[src/rtl/comparator_serial_seq.sv]
// Bit-serial MSB-first unsigned magnitude comparator.
// The operands are latched on an accepted start. One bit is examined per clock.
// All six flags are registered together when the DONE state is entered.
module comparator_serial_seq #(
  parameter int WIDTH = 3
) (
  input  logic             clk,
  input  logic             rst_n,
  input  logic             start,
  input  logic [WIDTH-1:0] a,
  input  logic [WIDTH-1:0] b,
  output logic             busy,
  output logic             done,
  output logic             eq,
  output logic             neq,
  output logic             lt,
  output logic             gt,
  output logic             lte,
  output logic             gte
);

  localparam int IW = (WIDTH > 1) ? $clog2(WIDTH) : 1;

  typedef enum logic [1:0] {IDLE, SHIFT, DONE} state_t;

  state_t           state_q, state_d;
  logic [WIDTH-1:0] a_q, a_d, b_q, b_d;
  logic [IW-1:0]    idx_q, idx_d;
  logic             dec_q, dec_d;
  logic             gt_acc_q, gt_acc_d;
  // Flag bit order: {eq, neq, lt, gt, lte, gte}. All zero means no valid result yet.
  logic [5:0]       flg_q, flg_d;

  logic bit_diff, dec_nx, gt_nx;
  logic f_eq, f_lt, f_gt;

  // Decision for the bit at idx. The first differing bit wins and later bits are ignored.
  always_comb begin
    bit_diff = a_q[idx_q] ^ b_q[idx_q];
    dec_nx   = dec_q | bit_diff;
    gt_nx    = dec_q ? gt_acc_q : (bit_diff & a_q[idx_q]);
    f_eq     = ~dec_nx;
    f_lt     = dec_nx & ~gt_nx;
    f_gt     = dec_nx & gt_nx;
  end

  // Next-state logic. The cycle count is fixed and does not depend on the data.
  always_comb begin
    state_d  = state_q;
    a_d      = a_q;
    b_d      = b_q;
    idx_d    = idx_q;
    dec_d    = dec_q;
    gt_acc_d = gt_acc_q;
    flg_d    = flg_q;
    case (state_q)
      IDLE: begin
        if (start) begin
          a_d      = a;
          b_d      = b;
          idx_d    = IW'(WIDTH - 1);
          dec_d    = 1'b0;
          gt_acc_d = 1'b0;
          state_d  = SHIFT;
        end
      end
      SHIFT: begin
        dec_d    = dec_nx;
        gt_acc_d = gt_nx;
        idx_d    = idx_q - IW'(1);
        if (idx_q == '0) begin
          flg_d   = {f_eq, ~f_eq, f_lt, f_gt, f_lt | f_eq, f_gt | f_eq};
          state_d = DONE;
        end
      end
      DONE:    state_d = IDLE;
      default: state_d = IDLE;
    endcase
  end

  // State and datapath registers. Reset abandons any compare in flight and clears the flags.
  always_ff @(posedge clk or negedge rst_n) begin
    if (!rst_n) begin
      state_q  <= IDLE;
      a_q      <= '0;
      b_q      <= '0;
      idx_q    <= '0;
      dec_q    <= 1'b0;
      gt_acc_q <= 1'b0;
      flg_q    <= '0;
    end else begin
      state_q  <= state_d;
      a_q      <= a_d;
      b_q      <= b_d;
      idx_q    <= idx_d;
      dec_q    <= dec_d;
      gt_acc_q <= gt_acc_d;
      flg_q    <= flg_d;
    end
  end

  assign busy = (state_q == SHIFT);
  assign done = (state_q == DONE);
  assign {eq, neq, lt, gt, lte, gte} = flg_q;

endmodule

[config.mk]
export PLATFORM = sky130hd
export DESIGN_NAME = comparator_serial_seq
export DESIGN_NICKNAME = d
export VERILOG_FILES = /design/src/rtl/comparator_serial_seq.sv
export SDC_FILE = /design/constraint.sdc
export NUM_CORES = 1
export LEC_CHECK = 0
export CAP_MARGIN = 20
export CORE_UTILIZATION = 47
export DETAILED_ROUTE_END_ITERATION = 8
export GPL_TIMING_DRIVEN = 0
export MAX_ROUTING_LAYER = met4
export PLACE_DENSITY = 0.71
export SYNTH_ARGS = -nofsm -noshare
export SYNTH_HDL_FRONTEND = slang
export SYNTH_SLANG_ARGS = --single-unit
[constraint.sdc]
create_clock -name clk -period 2.2 [get_ports clk]
set_clock_uncertainty 0.2 [all_clocks]
set_input_delay 0.33 -clock clk [delete_from_list [all_inputs] [get_ports clk]]
set_output_delay 0.33 -clock clk [all_outputs]
set_load 0.02 [all_outputs]
## Word level (Yosys, flattened, before mapping)

Cells that the tools add are included.

- Bits in registers: 18
- Input port bits: 9

- $add $sub $neg: 1
- Magnitude comparators: 1
- Equality and inequality tests: 4
- Multiplexer cells: 13
- Bitwise operators: 9
- Reduce and logical (&&, ||, !) cells: 7

Operators with widths:

| kind | number |
|---|---|
| $pmux 2 s2 | 2 |
| $reduce_and 2->1 | 4 |
| $mux 2 | 3 |
| $bmux 1 s2 | 2 |
| $logic_not 2->1 | 2 |
| $mux 1 | 4 |
| $pmux 1 s2 | 2 |
| $and 1x1->1 | 3 |
| $lt 2x3->1 const B | 1 |
| $or 1x1->1 | 3 |
| $eq 2x1->1 const B | 1 |
| $eq 2x2->1 const B | 1 |
| $ne 2x1->1 const B | 1 |
| $ne 2x2->1 const B | 1 |
| $not 1->1 | 2 |
| $reduce_bool 2->1 | 1 |
| $sub 2x1->2 const B | 1 |
| $xor 1x1->1 | 1 |

## Longest topological paths before layout

Gate-level depths: netlist of run 1.

- Word-level depth: 8
- Mapped depth: 7
- Depth with buffers taken out: 7

## Least setup slack after synthesis of run 1

OpenSTA, ideal clock, no wires.

- Path kind: flip-flop to flip-flop
- From: reg idx_q[1]
- To: reg flg_q[1]
- Data arrival time: 1.373 ns
- Data required time: 1.882 ns
- Path slack: 0.509 ns
- Cell stages (with the launch flop): 7
- Buffers on the path: 0
- Path through: dfrtp_1 mux2i_1 nor2_1 a31oi_1 ha_1 o211a_1 a21o_1

- Cells in the longest elaborated chain, start to end: 8

Ends and longest elaborated chain:

| item | line | source |
|---|---|---|
| from (decl) | 28 | `logic [IW-1:0] idx_q, idx_d;` |
| from (signal assigned) | 95 | `idx_q <= idx_d;` |
| $bmux 1 s2, on equally long branches | 39, 41 |  |
| $mux 1, on equally long branches | 39, 41 |  |
| $xor 1x1->1 | 39 | `bit_diff = a_q[idx_q] ^ b_q[idx_q];` |
| $and 1x1->1 | 41 | `gt_nx = dec_q ? gt_acc_q : (bit_diff & a_q[idx_q]);` |
| $mux 1 | 41 |  |
| $not 1->1 | 43 | `f_lt = dec_nx & ~gt_nx;` |
| $and 1x1->1 | 43 |  |
| $or 1x1->1 | 72 | `flg_d = {f_eq, ~f_eq, f_lt, f_gt, f_lt \| f_eq, f_gt \| f_eq};` |
| to (signal assigned) | 98 | `flg_q <= flg_d;` |
| to (decl) | 32 | `logic [5:0] flg_q, flg_d;` |

Parallel ways exist; a longest one is shown, timed or not. The select of a mux whose other input is x is not followed.
A chain may end at the register's enable or synchronous reset.

## Final worst setup path of run 1

- From: reg state_q[0]
- To: out done

- Cells in the longest elaborated chain, start to end: 1

Ends and longest elaborated chain:

| item | line | source |
|---|---|---|
| from (decl) | 26 | `state_t state_q, state_d;` |
| from (signal assigned) | 92 | `state_q <= state_d;` |
| $eq 2x2->1 | 103 | `assign done = (state_q == DONE);` |
| to (decl) | 13 | `output logic done,` |

No other way between the ends.

==> flow_metrics.env, run 1 <==
export IMPL_synth_top_cell_by_area="dfrtp_1"
export IMPL_cp_depth=2
export IMPL_power_density_mw_per_mm2=1490
export IMPL_fill_cells=143
export IMPL_drv_slew=0
export IMPL_reg2reg_from="idx_q[1]"
export IMPL_drt_first_pass_iters=4
export IMPL_route_vias_total=555
export IMPL_fin_nets=99
export IMPL_gp_congestion=0.722
export IMPL_grt_max_degree=19
export IMPL_finalHoldViolations=0
export IMPL_finalSetupViolCount=0
export IMPL_syn_avg_cell_area_sq_um=11.9
export IMPL_ys_seq_area_share_pct=56.3
export IMPL_cts_sinks=18
export IMPL_finalCriticalPeriod_ns=2.03
export IMPL_insertion_delay_ns=0.28
export IMPL_syn_inst=67
export IMPL_gr_usage_all_layers_pct=17.4
export IMPL_drive_gt1_share_pct=16.3
export IMPL_fmax_ghz=0.492
export IMPL_die_w_um=43.2
export IMPL_tritoncts="yes"
export IMPL_syn_num_nets=78
export IMPL_worst_path_buf_inv=1
export IMPL_start_kind="flop"
export IMPL_maxCapViolCount=0
export IMPL_critPathLaunch="state_q[0]"
export IMPL_crit_fanout=8
export IMPL_crit_end="done"
export IMPL_grt_pass1_wl_mm=2.35
export IMPL_fin_tns_setup_ns=0
export IMPL_syn_area_sq_um=800
export IMPL_p_leak_uw=0.000488
export IMPL_drt_total_wl_mm=1.31
export IMPL_setup_ws_ns=0.168
export IMPL_antenna_found_initial=0
export IMPL_placedCellCount=99
export IMPL_min_delay_path_class="flop to flop"
export IMPL_overflow=0
export IMPL_end_kind="output port"
export IMPL_numCtsBuffers=3
export IMPL_avgViaCountPerCell=5.44
export IMPL_cp_slowest_cell="clkdlybuf4s50_1"
export IMPL_start_util_pct=51.9
export IMPL_numPortBuffers=16
export IMPL_ant_nets=0
export IMPL_area_growth_syn_to_layout_pct=25.8
export IMPL_period_share_pct=92.4
export IMPL_slew_headroom_pct=47.8
export IMPL_path_class="flop to output port"
export IMPL_grt_pass1_vias=547
export IMPL_slowest_delay_ns=0.60
export IMPL_synth_area_leaders="dfrtp_1 (56%), mux2_2 (8.5%), nor2_1 (3.8%)"
export IMPL_worstReg2RegEnd="flg_q[1]"
export IMPL_cts_path_max_buffers=2
export IMPL_ir_worst_vdd_uv=696
export IMPL_cp_data_arrival_time_ns=1.50
export IMPL_drtIter0Drc=6
export IMPL_rsz0062_at_grt="false"
export IMPL_hpwlAfterDp_um=993
export IMPL_postCtsSetupRepairBufs=0
export IMPL_place_ws_ns=0.304
export IMPL_status="complete, no violations"
export IMPL_synthDistinctLibCells=24
export IMPL_reg2reg_setup_slack_ns=0.35
export IMPL_path_cells="nor2b_1, clkdlybuf4s50_1"
export IMPL_rows=14
export IMPL_die_area_sq_mm=0.00187
export IMPL_path_clk_slew_ns=0.09
export IMPL_fin_cells=102
export IMPL_htree_levels=1
export IMPL_required_ns=1.67
export IMPL_r2r_cells=6
export IMPL_die_y_um=43.2
export IMPL_ys_ff_latch=18
export IMPL_synth_warnings=0
export IMPL_clockRootBuffer="clkbuf_4"
export IMPL_crit_family="buffers and inverters"
export IMPL_diodes=0
export IMPL_yosys_area_top_type_share_pct=56.3
export IMPL_total_power_uw=1500
export IMPL_wire_per_inst_um=12.8
export IMPL_whs_ns=0.285
export IMPL_worst_slew_pin_slew_ns=0.780
export IMPL_remaining_drc_errors=0
export IMPL_core_area_sq_mm=0.00154
export IMPL_pin_count=17
[registers in the layout, indices dropped and copies added (netlist names)]
| name | cells |
|---|---|
| flg_q | 6 |
| a_q | 3 |
| b_q | 3 |
| idx_q | 2 |
| state_q | 2 |
| dec_q | 1 |
| gt_acc_q | 1 |
[worst min path at each step]
| stage | from | to | slack (ns) | depth (start not counted) |
|---|---|---|---|---|
| 2_1_floorplan | rst_n | a_q[0] | -0.17 | 0 |
| 3_3_place_gp | flg_q[0] | flg_q[0] | 0.26 | 1 |
| 3_5_place_dp | flg_q[1] | flg_q[1] | 0.27 | 1 |
| 4_1_cts | flg_q[0] | flg_q[0] | 0.29 | 1 |
| 5_1_grt | flg_q[1] | flg_q[1] | 0.31 | 1 |
| 6_report | flg_q[0] | flg_q[0] | 0.28 | 1 |
[synthesized netlist by cell type]
master    count
dfrtp_1      18
nor2_1        8
mux2_2        6
nand2_1       4
a21o_1        3
inv_1         3
nand2b_1      3
o21ai_0       3
ha_1          2
mux2i_1       2
o21bai_1      2
a21oi_1       1
a22o_1        1
a22oi_1       1
a31oi_1       1
clkinv_2      1
nand3_1       1
nand3b_4      1
nor2_4        1
nor2b_1       1
nor3b_2       1
o211a_1       1
o21ai_1       1
o22ai_1       1
[where the power goes]
group / leakage [uW] / total [uW] / switching (uW) / internal, uW
logic: 0.000263 / 722 / 346 / 375
registers: 0.000212 / 622 / 132 / 490
clock network: 0.0000138 / 153 / 89.5 / 63.6
[cells in the final DEF (no fill, tap or decap), types with 2 or more instances in the layout]
cell	count
a21o_1	3
nand2b_1	3
ha_1	2
nor2_1	8
clkbuf_4	3
o21ai_0	3
mux2i_1	2
mux2_2	6
nand2_1	4
dfrtp_1	17
clkdlybuf4s50_1	15
inv_1	3
o21bai_1	2
[logic make-up (layout without fill, tap and decap cells)]
logic type	after synthesis	after routing	share of synthesized area, %
AND/OR/NAND/NOR	20	20	14.9
flip-flops	18	18	56.3
multiplexers	8	8	11.0
AO/OA/AOI/OAI	15	15	12.7
adder cells (fa/ha/maj)	2	2	3.13
buffers and inverters	4	23	2.03
[timing repair]
| action | in CTS | in global routing |
|---|---|---|
| endpoints found under the setup margin | 1 | 1 |
| endpoints found under the hold margin | 0 | 0 |
| resized for setup | 1 | 1 |
| hold buffers | 0 | 0 |
[per-layer routing]
layer  vias up  track usage, %  wire (um)
met5         -               -          0
met4         0            9.09         19
met3         2            2.55         49
met2        12            24.5        586
met1       270            24.2        654
li1        271               -          -
[area by class of cell]
class                   instances  area (sq um)  share of cell area (%)
clock buffers                   3          22.5                    2.24
inverters                       4          16.3                    1.62
multi-input cells              45           333                    33.1
well taps                      16          20.0                    1.99
flip-flops and latches         18           452                    44.9
repair buffers                 16           163                    16.2
[per-stage QoR]
stage               cell area [sq um]  utilization, %
floorplan                         800               -
global placement                  980            63.6
detailed placement                980            63.6
CTS                              1000            65.1
global route                     1010            65.3
finish                           1010            65.3
(Power assumes the default switching activity.)
==> inputs of run 2 (changes only) <==
SKIP_CTS_REPAIR_TIMING = 1   (was not set)
SLEW_MARGIN = 20   (was not set)
clock period = 2 ns   (was 2.2 ns; I/O delays follow)
==> flow_metrics.env, run 2 (synthesized netlist as in run 1, its figures left out) <==
export IMPL_overflow=0
export IMPL_drt_total_wl_mm=1.31
export IMPL_layout_common_cells="dfrtp_1 (17), clkdlybuf4s50_1 (14), nor2_1 (8), mux2_2 (6), nand2_1 (4)"
export IMPL_register_area_sq_um=452
export IMPL_grt_pass1_vias=547
export IMPL_hpwlAfterDp_um=993
export IMPL_numPortBuffers=16
export IMPL_cts_path_max_buffers=2
export IMPL_finalHoldViolations=0
export IMPL_avgViaCountPerCell=5.44
export IMPL_rows=14
export IMPL_cts_sinks=18
export IMPL_diodes=0
export IMPL_wire_per_inst_um=12.9
export IMPL_finalCriticalPeriod_ns=1.85
export IMPL_path_clk_slew_ns=0.09
export IMPL_largest_reg_flops=6
export IMPL_drtIter0Drc=6
export IMPL_finalSetupViolCount=0
export IMPL_crit_end="flg_q[1]"
export IMPL_max_flop_register="flg_q"
export IMPL_status="complete, no violations"
export IMPL_core_area_sq_mm=0.00154
export IMPL_r2r_cells=6
export IMPL_tritoncts="yes"
export IMPL_pin_count=17
export IMPL_whs_ns=0.264
export IMPL_gp_congestion=0.722
export IMPL_die_y_um=43.2
export IMPL_drv_slew=0
export IMPL_reg2reg_from="idx_q[1]"
export IMPL_required_ns=1.98
export IMPL_start_util_pct=51.9
export IMPL_p_leak_uw=0.000506
export IMPL_insertion_delay_ns=0.28
export IMPL_worst_slew_pin_slew_ns=0.780
export IMPL_remaining_drc_errors=0
export IMPL_numCtsBuffers=3
export IMPL_rsz0062_at_grt="false"
export IMPL_drive_gt1_share_pct=16.3
export IMPL_grt_pass1_wl_mm=2.35
export IMPL_slew_headroom_pct=47.8
export IMPL_ir_worst_vdd_uv=766
export IMPL_power_density_mw_per_mm2=1630
export IMPL_antenna_found_initial=0
export IMPL_cp_data_arrival_time_ns=1.83
export IMPL_min_delay_path_class="input pin to asynchronous set/reset pin"
export IMPL_gr_usage_all_layers_pct=17.4
export IMPL_htree_levels=1
export IMPL_multi_input_area_sq_um=333
export IMPL_area_growth_syn_to_layout_pct=26.1
export IMPL_period_share_pct=92.3
export IMPL_crit_fanout=4
export IMPL_placedCellCount=99
export IMPL_ant_nets=0
export IMPL_critPathLaunch="idx_q[1]"
export IMPL_start_kind="flop"
export IMPL_path_class="flop to flop"
export IMPL_fmax_ghz=0.542
export IMPL_fill_cells=141
export IMPL_route_vias_total=555
export IMPL_end_kind="flop"
export IMPL_top_regs="flg_q (6), a_q (3), b_q (3)"
export IMPL_grt_max_degree=19
export IMPL_fin_cells=102
export IMPL_fin_nets=99
export IMPL_final_common_cell="dfrtp_1"
export IMPL_die_w_um=43.2
export IMPL_worstReg2RegEnd="flg_q[1]"
export IMPL_reg2reg_setup_slack_ns=0.15
export IMPL_clockRootBuffer="clkbuf_4"
export IMPL_die_area_sq_mm=0.00187
export IMPL_drt_first_pass_iters=4
export IMPL_maxCapViolCount=0
run 2: area by class of cell:
| class | instances | share of cell area, % |
|---|---|---|
| Multi-Input combinational cell | 45 | 33.0 |
| Tap cell | 16 | 1.99 |
| Sequential cell | 18 | 44.8 |
| Inverter | 4 | 1.61 |
| Timing Repair Buffer | 16 | 16.4 |
| Clock buffer | 3 | 2.23 |
run 2: worst min path at each step:
stage               endpoint  slack [ns]
CTS                 flg_q[0]        0.29
finish                b_q[2]        0.26
global placement    flg_q[0]        0.26
detailed placement  flg_q[1]        0.27
floorplan             a_q[0]       -0.20
global route        flg_q[1]        0.31
run 2: critical path: stages, from the launching register on:
cell     delay (ns)
dfrtp_1        0.42
mux2i_1        0.23
nor2_1         0.06
a31oi_1        0.14
ha_1           0.28
o211a_1        0.26
a21o_1         0.15
run 2: stage by stage:
stage / total power [uW] / instance area (sq um) / setup TNS [ns] / setup slack [ns] / utilization, %
2_1_floorplan: 1210 / 800 / 0 / 0.309 / -
3_3_place_gp: 1470 / 980 / 0 / 0.149 / 63.6
3_5_place_dp: 1490 / 980 / 0 / 0.134 / 63.6
4_1_cts: 1670 / 1000 / -0.255 / -0.192 / 65.0
5_1_grt: 1770 / 1010 / 0 / 0.0126 / 65.4
6_report: 1650 / 1010 / 0 / 0.154 / 65.4
run 2: routing by layer:
metal	global-route usage [%]	wire length [um]	part of all wire [%]	vias up
met4	9.09	19	1.4	0
met2	24.5	587	45	12
li1	-	-	-	271
met1	24.2	653	50	270
met5	-	0	0	-
met3	2.55	52	4.0	2
run 2: where the power goes:
| group | internal, uW | switching, uW | total (uW) |
|---|---|---|---|
| clock | 69.9 | 98.5 | 168 |
| sequential | 539 | 145 | 684 |
| combinational | 412 | 381 | 793 |
| total | 1020 | 625 | 1650 |
==> inputs of run 3 (changes only) <==
ABC_AREA = 1   (was not set)
PLACE_DENSITY = 0.7   (was 0.71)
==> flow_metrics.env, run 3 <==
export IMPL_remaining_drc_errors=0
export IMPL_drive_gt1_share_pct=7.38
export IMPL_slew_headroom_pct=46.4
export IMPL_wire_per_inst_um=12.1
export IMPL_p_leak_uw=0.000576
export IMPL_ant_nets=0
export IMPL_cp_slowest_cell="clkdlybuf4s50_1"
export IMPL_ir_worst_vdd_uv=782
export IMPL_clkPwrFrac_pct=12.7
export IMPL_hpwlAfterDp_mm=1.21
export IMPL_pwr_share_comb_pct=51.2
export IMPL_fin_cells=138
export IMPL_p_sw_uw=783
export IMPL_status="complete, no violations"
export IMPL_ys_seq_area_share_pct=53.7
export IMPL_path_class="flop to output port"
export IMPL_start_util_pct=53.2
export IMPL_fill_cells=137
export IMPL_grt_pass1_wl_mm=2.84
export IMPL_finalCriticalPeriod_ns=1.77
export IMPL_rsz0062_at_grt="false"
export IMPL_insertion_delay_ns=0.29
export IMPL_layout_common_cells="nand2_1 (44), dfrtp_1 (18), clkdlybuf4s50_1 (14), nand3_1 (13), inv_1 (8)"
export IMPL_ys_flop_type="dfrtp_1"
export IMPL_finalHoldViolations=0
export IMPL_end_kind="output port"
export IMPL_swShare_pct=44.2
export IMPL_finalSetupViolCount=0
export IMPL_cp_depth=1
export IMPL_place_ws_ns=0.179
export IMPL_ys_ff_latch=18
export IMPL_grt_max_degree=19
export IMPL_worst_slew_pin_slew_ns=0.802
export IMPL_path_clk_slew_ns=0.10
export IMPL_fin_nets=134
export IMPL_die_y_um=44.2
export IMPL_postSynth_asyncResetShare_pct=100
export IMPL_yosys_area_top_type_share_pct=53.7
export IMPL_path_cells="clkdlybuf4s50_1"
export IMPL_yosysMostFrequentCell="nand2_1"
export IMPL_synth_simple_area_share_pct=34.5
export IMPL_total_power_uw=1770
export IMPL_crit_fanout=2
export IMPL_gr_usage_all_layers_pct=20.1
export IMPL_top_regs="flg_q (6), a_q (3), b_q (3)"
export IMPL_power_density_mw_per_mm2=1670
export IMPL_required_ns=1.50
export IMPL_maxCapViolCount=0
export IMPL_cp_data_arrival_time_ns=1.27
export IMPL_cts_sinks=18
export IMPL_antenna_found_initial=0
export IMPL_drtIter0Drc=27
export IMPL_syn_avg_cell_area_sq_um=8.22
export IMPL_numPortBuffers=16
export IMPL_drv_slew=0
export IMPL_fmax_ghz=0.564
export IMPL_drt_total_wl_mm=1.67
export IMPL_numCtsBuffers=3
export IMPL_setup_ws_ns=0.227
export IMPL_gp_congestion=0.750
export IMPL_worst_path_buf_inv=1
export IMPL_whs_ns=0.263
export IMPL_grt_pass1_vias=648
export IMPL_tritoncts="yes"
export IMPL_clockRootBuffer="clkbuf_4"
export IMPL_diodes=0
export IMPL_slowest_delay_ns=0.61
export IMPL_syn_inst=102
export IMPL_avgViaCountPerCell=5.18
export IMPL_max_flop_register="flg_q"
export IMPL_start_kind="flop"
export IMPL_route_vias_total=715
export IMPL_min_delay_path_class="input pin to asynchronous set/reset pin"
export IMPL_drt_first_pass_iters=4
export IMPL_cts_path_max_buffers=2
export IMPL_synth_top_cell_by_area="dfrtp_1"
export IMPL_crit_family="buffers and inverters"
export IMPL_area_growth_syn_to_layout_pct=26.4
export IMPL_synth_xor_area_share_pct=0
export IMPL_synth_warnings=0
export IMPL_overflow=0
export IMPL_synth_area_leaders="dfrtp_1 (54%), nand2_1 (20%), nand3_1 (7.8%)"
export IMPL_htree_levels=1
export IMPL_seq_power_share_pct=36.1
export IMPL_fin_tns_setup_ns=0
export IMPL_synth_compound_area_share_pct=4.78
export IMPL_syn_area_sq_um=838
export IMPL_synth_adder_area_share_pct=2.99
export IMPL_synth_top_family_by_area="simple AND/OR/NAND/NOR gates"
export IMPL_core_area_sq_mm=0.00158
export IMPL_die_area_sq_mm=0.00196
export IMPL_r2r_cells=8
export IMPL_pin_count=17
export IMPL_die_w_um=44.2
export IMPL_largest_reg_flops=6
export IMPL_final_common_cell="nand2_1"
export IMPL_rows=14
export IMPL_intPower_uw=987
export IMPL_period_share_pct=88.6
export IMPL_syn_num_nets=113
export IMPL_placedCellCount=134
export IMPL_synth_edf_count=0
export IMPL_ys_top_cells_by_count="nand2_1 (44), dfrtp_1 (18), nand3_1 (13)"
export IMPL_synthMuxAreaShare_pct=0
export IMPL_synthDistinctLibCells=13
## run 3: final timing paths
| check | start | end | slack, ns |
|---|---|---|---|
| max in group asynchronous | rst_n | dec_q | 0.84 |
| setup reg to reg | idx_q[0] | flg_q[0] | 0.26 |
| hold / removal | rst_n | a_q[2] | 0.26 |
| min in group clk | flg_q[1] | flg_q[1] | 0.29 |
| setup / recovery | flg_q[3] | lt | 0.23 |
| hold reg to reg | flg_q[1] | flg_q[1] | 0.29 |
## run 3: power groups by stage
stage / Sequential [uW] / Clock, uW / Combinational (uW)
detailed placement: 646 / 0 / 914
finish: 640 / 225 / 906
floorplan: 692 / 0 / 557
CTS: 639 / 230 / 919
global placement: 639 / 0 / 894
global route: 657 / 235 / 1030
## run 3: stage by stage
step | instance area [sq um] | util [%]
after floorplan | 838 | -
after global placement | 1020 | 64.6
after detailed placement | 1020 | 64.6
after CTS | 1050 | 66.9
after global routing | 1060 | 67.2
final | 1060 | 67.2
## run 3: cell families (layout without fill, tap and decap cells)
kind of cell,Yosys count,in the layout
simple gates,65,65
fa+ha+maj,2,2
buf+inv,9,29
flops,18,18
compound gates,8,8
## run 3: final cells by class
class / instances / area (sq um) / share of cell area, %
multi-input combinational: 75 / 354 / 33.4
sequential: 18 / 450 / 42.5
tap: 16 / 20.0 / 1.89
inverter: 9 / 33.8 / 3.19
timing repair buffer: 16 / 165 / 15.6
clock buffer: 4 / 36.3 / 3.42
## run 3: routing by layer
layer  vias to the layer above  GRT usage (%)  share of wire (%)
li1                        368              -                  -
met1                       328           27.3                 50
met2                        19           32.1                 46
met3                         0           2.45                4.3
met4                         0           5.45                  0
met5                         -              -                  0
